## src/rtl/mcp3008_responder.sv

```systemverilog
// MCP3008 emulator: SPI responder running in the system clock domain.
// The SPI pins are oversampled, the start/SGL/D2..D0 command is decoded, and a
// 10-bit result (single-ended or clamped differential) is shifted back as
// null bit, MSB-first B9..B0, then LSB-first B1..B9, then zeros.
module mcp3008_responder #(
   parameter int SYNC_STAGES = 2
) (
   input  logic        clk,
   input  logic        rst,
   input  logic [79:0] ch_data,
   input  logic        spi_dclk,
   input  logic        spi_cs_n,
   input  logic        spi_din,
   output logic        spi_dout,
   output logic        spi_dout_oe,
   output logic        conv_valid,
   output logic [2:0]  conv_chan,
   output logic        conv_diff,
   output logic [9:0]  conv_value,
   output logic        busy
);

   typedef enum logic [2:0] {
      IDLE, WAIT_START, CMD, SAMPLE, MSB_OUT, LSB_OUT, ZERO_OUT
   } state_t;

   state_t state, state_nxt;

   // one lane per pin: {dclk, cs_n, din}
   logic [SYNC_STAGES-1:0][2:0] sync_pipe;
   logic dclk_s, cs_s, din_s, dclk_prev, rise, fall;

   logic [3:0] bit_cnt, cnt_nxt;
   logic [3:0] cmd, cmd_nxt;          // {SGL, D2, D1, D0}
   logic       dout_nxt, oe_nxt, valid_nxt, diff_nxt;
   logic [2:0] chan_nxt;
   logic [9:0] value_nxt;

   logic [7:0][9:0] ch;
   logic [2:0]      pos_idx, neg_idx;
   logic [10:0]     delta;
   logic [9:0]      sel_value;

   assign ch      = ch_data;
   assign dclk_s  = sync_pipe[SYNC_STAGES-1][2];
   assign cs_s    = sync_pipe[SYNC_STAGES-1][1];
   assign din_s   = sync_pipe[SYNC_STAGES-1][0];
   assign rise    = dclk_s & ~dclk_prev;
   assign fall    = ~dclk_s & dclk_prev;
   assign busy    = (state != IDLE);

   // synchronize the SPI pins and keep the previous dclk for edge detection
   always_ff @(posedge clk) begin
      if (rst) begin
         sync_pipe <= '0;
         dclk_prev <= 1'b0;
      end else begin
         sync_pipe <= {sync_pipe[SYNC_STAGES-2:0], {spi_dclk, spi_cs_n, spi_din}};
         dclk_prev <= dclk_s;
      end
   end

   // channel selection; differential pairs swap on D0, so IN- is IN+ with D0 flipped
   always_comb begin
      pos_idx = cmd[2:0];
      neg_idx = {cmd[2:1], ~cmd[0]};
      delta   = {1'b0, ch[pos_idx]} - {1'b0, ch[neg_idx]};
      if (cmd[3])
         sel_value = ch[pos_idx];
      else if (delta[10])
         sel_value = 10'd0;
      else
         sel_value = delta[9:0];
   end

   // register all frame state; conv_* hold their values across aborts
   always_ff @(posedge clk) begin
      if (rst) begin
         state       <= IDLE;
         bit_cnt     <= '0;
         cmd         <= '0;
         spi_dout    <= 1'b0;
         spi_dout_oe <= 1'b0;
         conv_valid  <= 1'b0;
         conv_chan   <= '0;
         conv_diff   <= 1'b0;
         conv_value  <= '0;
      end else begin
         state       <= state_nxt;
         bit_cnt     <= cnt_nxt;
         cmd         <= cmd_nxt;
         spi_dout    <= dout_nxt;
         spi_dout_oe <= oe_nxt;
         conv_valid  <= valid_nxt;
         conv_chan   <= chan_nxt;
         conv_diff   <= diff_nxt;
         conv_value  <= value_nxt;
      end
   end

   // next-state and output logic; a high cs_n pre-empts any dclk edge
   always_comb begin
      state_nxt = state;
      cnt_nxt   = bit_cnt;
      cmd_nxt   = cmd;
      dout_nxt  = spi_dout;
      oe_nxt    = spi_dout_oe;
      valid_nxt = 1'b0;
      chan_nxt  = conv_chan;
      diff_nxt  = conv_diff;
      value_nxt = conv_value;
      if (state != IDLE && cs_s) begin
         state_nxt = WAIT_START;
         cnt_nxt   = '0;
         dout_nxt  = 1'b0;
         oe_nxt    = 1'b0;
      end else begin
         case (state)
            IDLE: begin
               // a frame already running at reset is skipped until cs_n goes high
               if (cs_s) state_nxt = WAIT_START;
            end
            WAIT_START: begin
               if (rise && din_s) begin
                  state_nxt = CMD;
                  cnt_nxt   = '0;
               end
            end
            CMD: begin
               if (rise) begin
                  cmd_nxt = {cmd[2:0], din_s};
                  if (bit_cnt == 4'd3) begin
                     state_nxt = SAMPLE;
                     cnt_nxt   = '0;
                  end else begin
                     cnt_nxt = bit_cnt + 4'd1;
                  end
               end
            end
            SAMPLE: begin
               // first fall closes the D0 clock; the second ends sampling
               if (fall) begin
                  if (bit_cnt == 4'd0) begin
                     cnt_nxt = 4'd1;
                  end else begin
                     dout_nxt  = 1'b0;
                     oe_nxt    = 1'b1;
                     valid_nxt = 1'b1;
                     value_nxt = sel_value;
                     chan_nxt  = cmd[2:0];
                     diff_nxt  = ~cmd[3];
                     state_nxt = MSB_OUT;
                     cnt_nxt   = '0;
                  end
               end
            end
            MSB_OUT: begin
               if (fall) begin
                  dout_nxt = conv_value[4'd9 - bit_cnt];
                  if (bit_cnt == 4'd9) begin
                     state_nxt = LSB_OUT;
                     cnt_nxt   = '0;
                  end else begin
                     cnt_nxt = bit_cnt + 4'd1;
                  end
               end
            end
            LSB_OUT: begin
               // B0 was the last MSB-first bit, so LSB-first restarts at B1
               if (fall) begin
                  dout_nxt = conv_value[bit_cnt + 4'd1];
                  if (bit_cnt == 4'd8) begin
                     state_nxt = ZERO_OUT;
                     cnt_nxt   = '0;
                  end else begin
                     cnt_nxt = bit_cnt + 4'd1;
                  end
               end
            end
            ZERO_OUT: begin
               if (fall) dout_nxt = 1'b0;
            end
            default: state_nxt = IDLE;
         endcase
      end
   end

endmodule

```

## config.mk

```make
export PLATFORM = sky130hd
export DESIGN_NAME = mcp3008_responder
export DESIGN_NICKNAME = d
export VERILOG_FILES = /design/src/rtl/mcp3008_responder.sv
export SDC_FILE = /design/constraint.sdc
export NUM_CORES = 1
export LEC_CHECK = 0
export CAP_MARGIN = 10
export CORE_UTILIZATION = 45
export DETAILED_ROUTE_END_ITERATION = 16
export GPL_ROUTABILITY_DRIVEN = 0
export GPL_TIMING_DRIVEN = 1
export PLACE_DENSITY = 0.8
export SLEW_MARGIN = 20
export SYNTH_ARGS = -nofsm -noshare
export SYNTH_HDL_FRONTEND = slang
export SYNTH_SLANG_ARGS = --single-unit
```

## constraint.sdc

```tcl
create_clock -name clk -period 3.7 [get_ports clk]
set_input_delay 0.925 -clock clk [delete_from_list [all_inputs] [get_ports clk]]
set_output_delay 0.925 -clock clk [all_outputs]
set_load 0.01 [all_outputs]
```

Yosys cells after proc, flatten, opt, wreduce, memory -nomap -nowiden. Index checks and enable logic that the tools add are counted.

Muxes and demuxes: 39. Reduce and logical (&&, ||, !) cells: 16. Magnitude comparators: 4. Bitwise operators: 11. Equality and inequality tests: 31. $add $sub $neg: 3.

Operators by type and width (number): 10-bit binary-select mux with 3-bit select (2); 10-bit 2-to-1 mux (4); 4-bit 2-to-1 mux (8); 3-bit 2-to-1 mux (10); 3-bit inequality test, second input constant (10); 2-bit inequality test, second input constant (12); 11-bit AND reduction (2); 3-bit one-hot mux with 7 select lines (1); 4-bit one-hot mux with 5 select lines (1); 6-bit AND reduction (2); 10-bit by 10-bit subtractor with 11-bit output (1); 4-bit by 5-bit less-than comparator with 1-bit output, second input constant (2); 1-bit 2-to-1 mux (10); 3-bit == test, second input constant (3); 1-bit inverter (9); 1-bit binary-select mux with 4-bit select (2); 4-bit == test, second input constant (2); 3-bit by 4-bit less-than comparator with 1-bit output, second input constant (2); 3-bit by 2-bit == test with 1-bit output, second input constant (2); 3-bit AND reduction (2); 5-bit nonzero test (1); 4-bit by 1-bit adder with 4-bit output, second input constant (1); 4-bit by 2-bit == test with 1-bit output, second input constant (1); 4-bit zero test (1); 11 further kinds (13).

Flip-flop bits (word level): 35. Output and inout port bits: 18.

Longest topological paths before layout.
Word-level depth: 6. Depth in mapped cells: 13. Mapped depth without buffers: 10.

Worst setup path before layout. OpenSTA, ideal clock, no wires.

Path kind: input-to-reg. Start point: input ch_data[72]. End point: register conv_value[0]. Setup time: 0.120 ns. Arrival: 3.393 ns. Setup slack: 0.188 ns. Stages: 10. Path buffers: 1. Path through: mux4_2 mux2_2 ha_1 nor2b_1 o31a_1 o21a_1 o311a_1 buf_6 nor2b_1 o31a_1.

Longest elaborated chain between the ends: 5. Elaborated cells on any way between the ends: 7.

Ends and longest elaborated chain: start: declaration (RTL line 10) `input logic [79:0] ch_data,`; 10-bit binary-select mux with 3-bit select (RTL line 67) `delta = {1'b0, ch[pos_idx]} - {1'b0, ch[neg_idx]};`; 10-bit 2-to-1 mux (implied by the code) (RTL line 67); 10-bit by 10-bit subtractor with 11-bit output (*) (RTL line 67); 10-bit 2-to-1 mux (*) (RTL line 70) `else if (delta[10])`; 10-bit 2-to-1 mux (*) (RTL line 68) `if (cmd[3])`; end signal: assignment (RTL line 97) `conv_value <= value_nxt;`; end: declaration (RTL line 19) `output logic [9:0] conv_value,`.

Mark *: on every way between the ends. The rest lies on a longest branch, timed or not. The select of a mux whose other input is x is not followed. A chain may end at the register's enable or synchronous reset.

Worst setup path in the final report.
Start point: input ch_data[62]. End point: register conv_value[0].

The elaborated chain is that of the path after synthesis.

==> run metrics <==
H-tree depth reported by CTS=2; Layout Nets=528; Die W=83.3 um; type of origin of the critical path=primary input; Clock Latency Late Sink=280 ps; Avg WL per Cell=14.5 um; worst r2r path cells=10; # setup viols final=0; r2r startpoint=cmd[1]; synthesis-to-finish area growth=45.9%; Crit. End Element=register; FMAX=277 MHz; hold_ws=444 ps; worst path cell trace=clkdlybuf4s50_1 -> mux4_2 -> mux2_4 -> ha_1 -> nor2b_2 -> o31a_1 -> o21a_1 -> o311a_4 -> nor2b_1 -> o31a_1; fin crit share=0.977; Post-synth ARST share=0; drc violations=0; DP Area=4190 um^2; crit path max fanout=9; sequential area share after synthesis=0.235; hold crit path type=reg2reg; Crit Reg-Reg Endpoint=conv_value[0]; layout cell share with drive strength beyond 1=0.189; Die Height=83.3 um; FF+latch area=701 um^2; WP buf/inv=1; number of max-cap violations=0; 1st-pass router iterations=4; post-synthesis xor/xnor area fraction=0.0265; fin crit period=3610 ps; pin count of the biggest net entering global routing=24; clk_skew=9.32 ps; CTS tree=yes; Leakage=1.60 nW; DP HPWL=5970 um; status=completed; Post-Synth Adder-Cell Area=0.0656; Clk pin slew, worst setup/hold paths=80 ps; Post-Route WL=7350 um; logic gate share of total power=0.311; Worst Hold Depth=1; Tightest Pin Transition=788 ps; Core Rows=29; Post-Syn Instances=313; CTS Buf Count=5; CTS root buf=clkbuf_8; Post-Synth Simple-Gate Area=0.174; cell class contributing the biggest share of worst-path delay=compound AO/OA/AOI/OAI gates; Max clock buf depth=2; RSZ-0062 raised after global routing=false; max_slew headroom=0.473; worst endpoint required time=3880 ps; internal power=804 uW; I/O Pins=103; Critical Path AT=3790 ps; Tot GR Track Use=0.222; CP most frequent cell=o31a_1; vias in the first global route=2,807; Hold Path End=dclk_s; crit path kind=in2reg; post-synthesis cell area=2980 um^2; Final Hold Viols=0; Vias=2,900; post-synthesis compound-gate area fraction=0.178; Syn Area/Cell=9.51 um^2; slowest stage cell, crit path=mux4_2; antenna violations before repair=0; Remaining Overflow, GRT=0; Psw=304 uW; Detail Route Antenna Nets=0; main combinational cell family by area after synthesis=multiplexers; hold path startpoint=sync_pipe[2]; fin. max-slew vios=0; CP max stage delay=480 ps; # diodes=0; Clock power frac=0.311; DR vias/cell=5.73; clock sink count=35; count of cell types in the netlist=62; initial DRC count=87; first-pass GRT wire length=12,900 um; hold buffer count at cts=0; Starting Density=0.469; die area=6940 um^2; fin util=0.684; Core ar.=6350 um^2; post-route cell area=4340 um^2; multiplexer area fraction after synthesis=0.269; Syn Nets=413; part of the power in registers=0.378; I/O Buffers=102; pwr dens=255 nW/um^2; number of synthesized flops with an enable pin=0; Sw Share=0.274; VDD IR max=0.251 mV; area of the multi-input gates=2160 um^2; commonest register cell after synthesis=dfxtp_1; fillcell total=495; Synth Register Bits=35; yosys warns=0; r2r setup slk=490 ps
worst max path at each step:
stage / start / endpoint / depth (start not counted) / slack (ps)
after floorplan: ch_data[72] / conv_value[0] / 10 / 190
after global placement: ch_data[70] / conv_value[6] / 11 / -250
after detailed placement: ch_data[10] / conv_value[4] / 11 / -370
after CTS: ch_data[10] / conv_value[3] / 11 / 30
after global routing: ch_data[72] / conv_value[0] / 10 / 6
final: ch_data[62] / conv_value[0] / 10 / 90
stage by stage:
step                      power (mW)  cells  setup TNS, ps  worst slack [ps]
after floorplan                0.610    313              0               188
after global placement         0.755    498          -1950              -249
after detailed placement       0.763    498          -2870              -368
after CTS                       1.11    506              0              28.3
after global routing            1.17    506              0              5.77
final                           1.11    506              0              85.4
worst register-to-register path, cell delays in order (launching register included):
cell     delay (ps)
dfxtp_1         360
buf_12          210
mux4_2          550
mux2_4          290
ha_1            310
nor2b_2         160
o31a_1          250
o21a_1          200
o311a_4         370
nor2b_1         150
o31a_1          260
routing by layer:
| metal | GRT usage | up-vias | part of all wire |
|---|---|---|---|
| met2 | 0.383 | 109 | 0.50 |
| li1 | - | 1418 | - |
| met4 | 0.0517 | 0 | 0.0069 |
| met1 | 0.297 | 1367 | 0.45 |
| met3 | 0.0268 | 6 | 0.049 |
| met5 | 0 | - | 0 |
registers in the layout, indices dropped and copies added, names as in the netlist:
name,count
cmd,4
conv_value,10
spi_dout,1
conv_chan,3
bit_cnt,4
cs_s,1
sync_pipe,3
conv_valid,1
conv_diff,1
spi_dout_oe,1
state,3
din_s,1
dclk_prev,1
dclk_s,1
kinds of logic after synthesis:
kind of cell / after synthesis
and+or+nand+nor: 99
buffers and inverters: 29
muxes: 51
AOI/OAI and AO/OA: 75
DFF: 35
xor gates and xnor gates: 9
adders and majority gates: 15
synth_stat cells, drive strengths merged (8+ instances only):
| cell type | number | share of area |
|---|---|---|
| mux4 | 22 | 0.17 |
| dfxtp | 35 | 0.24 |
| mux2i | 18 | 0.061 |
| nor2 | 34 | 0.043 |
| a211oi | 8 | 0.020 |
| o21ai | 10 | 0.017 |
| nor2b | 15 | 0.032 |
| nor3 | 8 | 0.015 |
| buf | 14 | 0.033 |
| ha | 14 | 0.059 |
| a21oi | 21 | 0.035 |
| mux2 | 11 | 0.042 |
| nand2 | 19 | 0.024 |
| inv | 9 | 0.011 |
power by group through the flow:
| stage | combinational (mW) | sequential, mW | clock (mW) |
|---|---|---|---|
| finish | 0.344 | 0.419 | 0.345 |
| global route | 0.381 | 0.423 | 0.365 |
| CTS | 0.342 | 0.417 | 0.352 |
| detailed placement | 0.338 | 0.426 | 0 |
| global placement | 0.330 | 0.425 | 0 |
| floorplan | 0.205 | 0.405 | 0 |
area by class of cell:
cell class,count,share of cell area
Clock buffer,5,0.0159
Clock inverter,3,0.0101
Inverter,9,0.00778
Multi-Input combinational cell,249,0.497
Sequential cell,35,0.161
Tap cell,77,0.0222
Timing Repair Buffer,128,0.286
what timing repair did:
| item | CTS | global route |
|---|---|---|
| setup buffers | 0 | 0 |
| endpoints found under the setup margin | 4 | 9 |
| pin swaps | 0 | 2 |
| gates resized for setup | 1 | 6 |
| cloned | 0 | 0 |
placed cells by master (no fill, tap or decap), types with 3 or more instances in the layout:
master and instances:
clkdlybuf4s50_1 102, dfxtp_1 35, nor2_1 34, buf_4 24, mux4_2 22, a21oi_1 21, nand2_1 19, mux2i_1 17
nor2b_1 14, ha_1 13, mux2_2 10, inv_1 9, o21ai_0 9, a211oi_1 8, nor3_1 7, xor2_1 6
clkbuf_8 5, o21a_1 4, nand2b_1 3, a211o_1 3, a221oi_2 3, xnor2_1 3
Note: power is estimated with default switching activity, not from simulation.
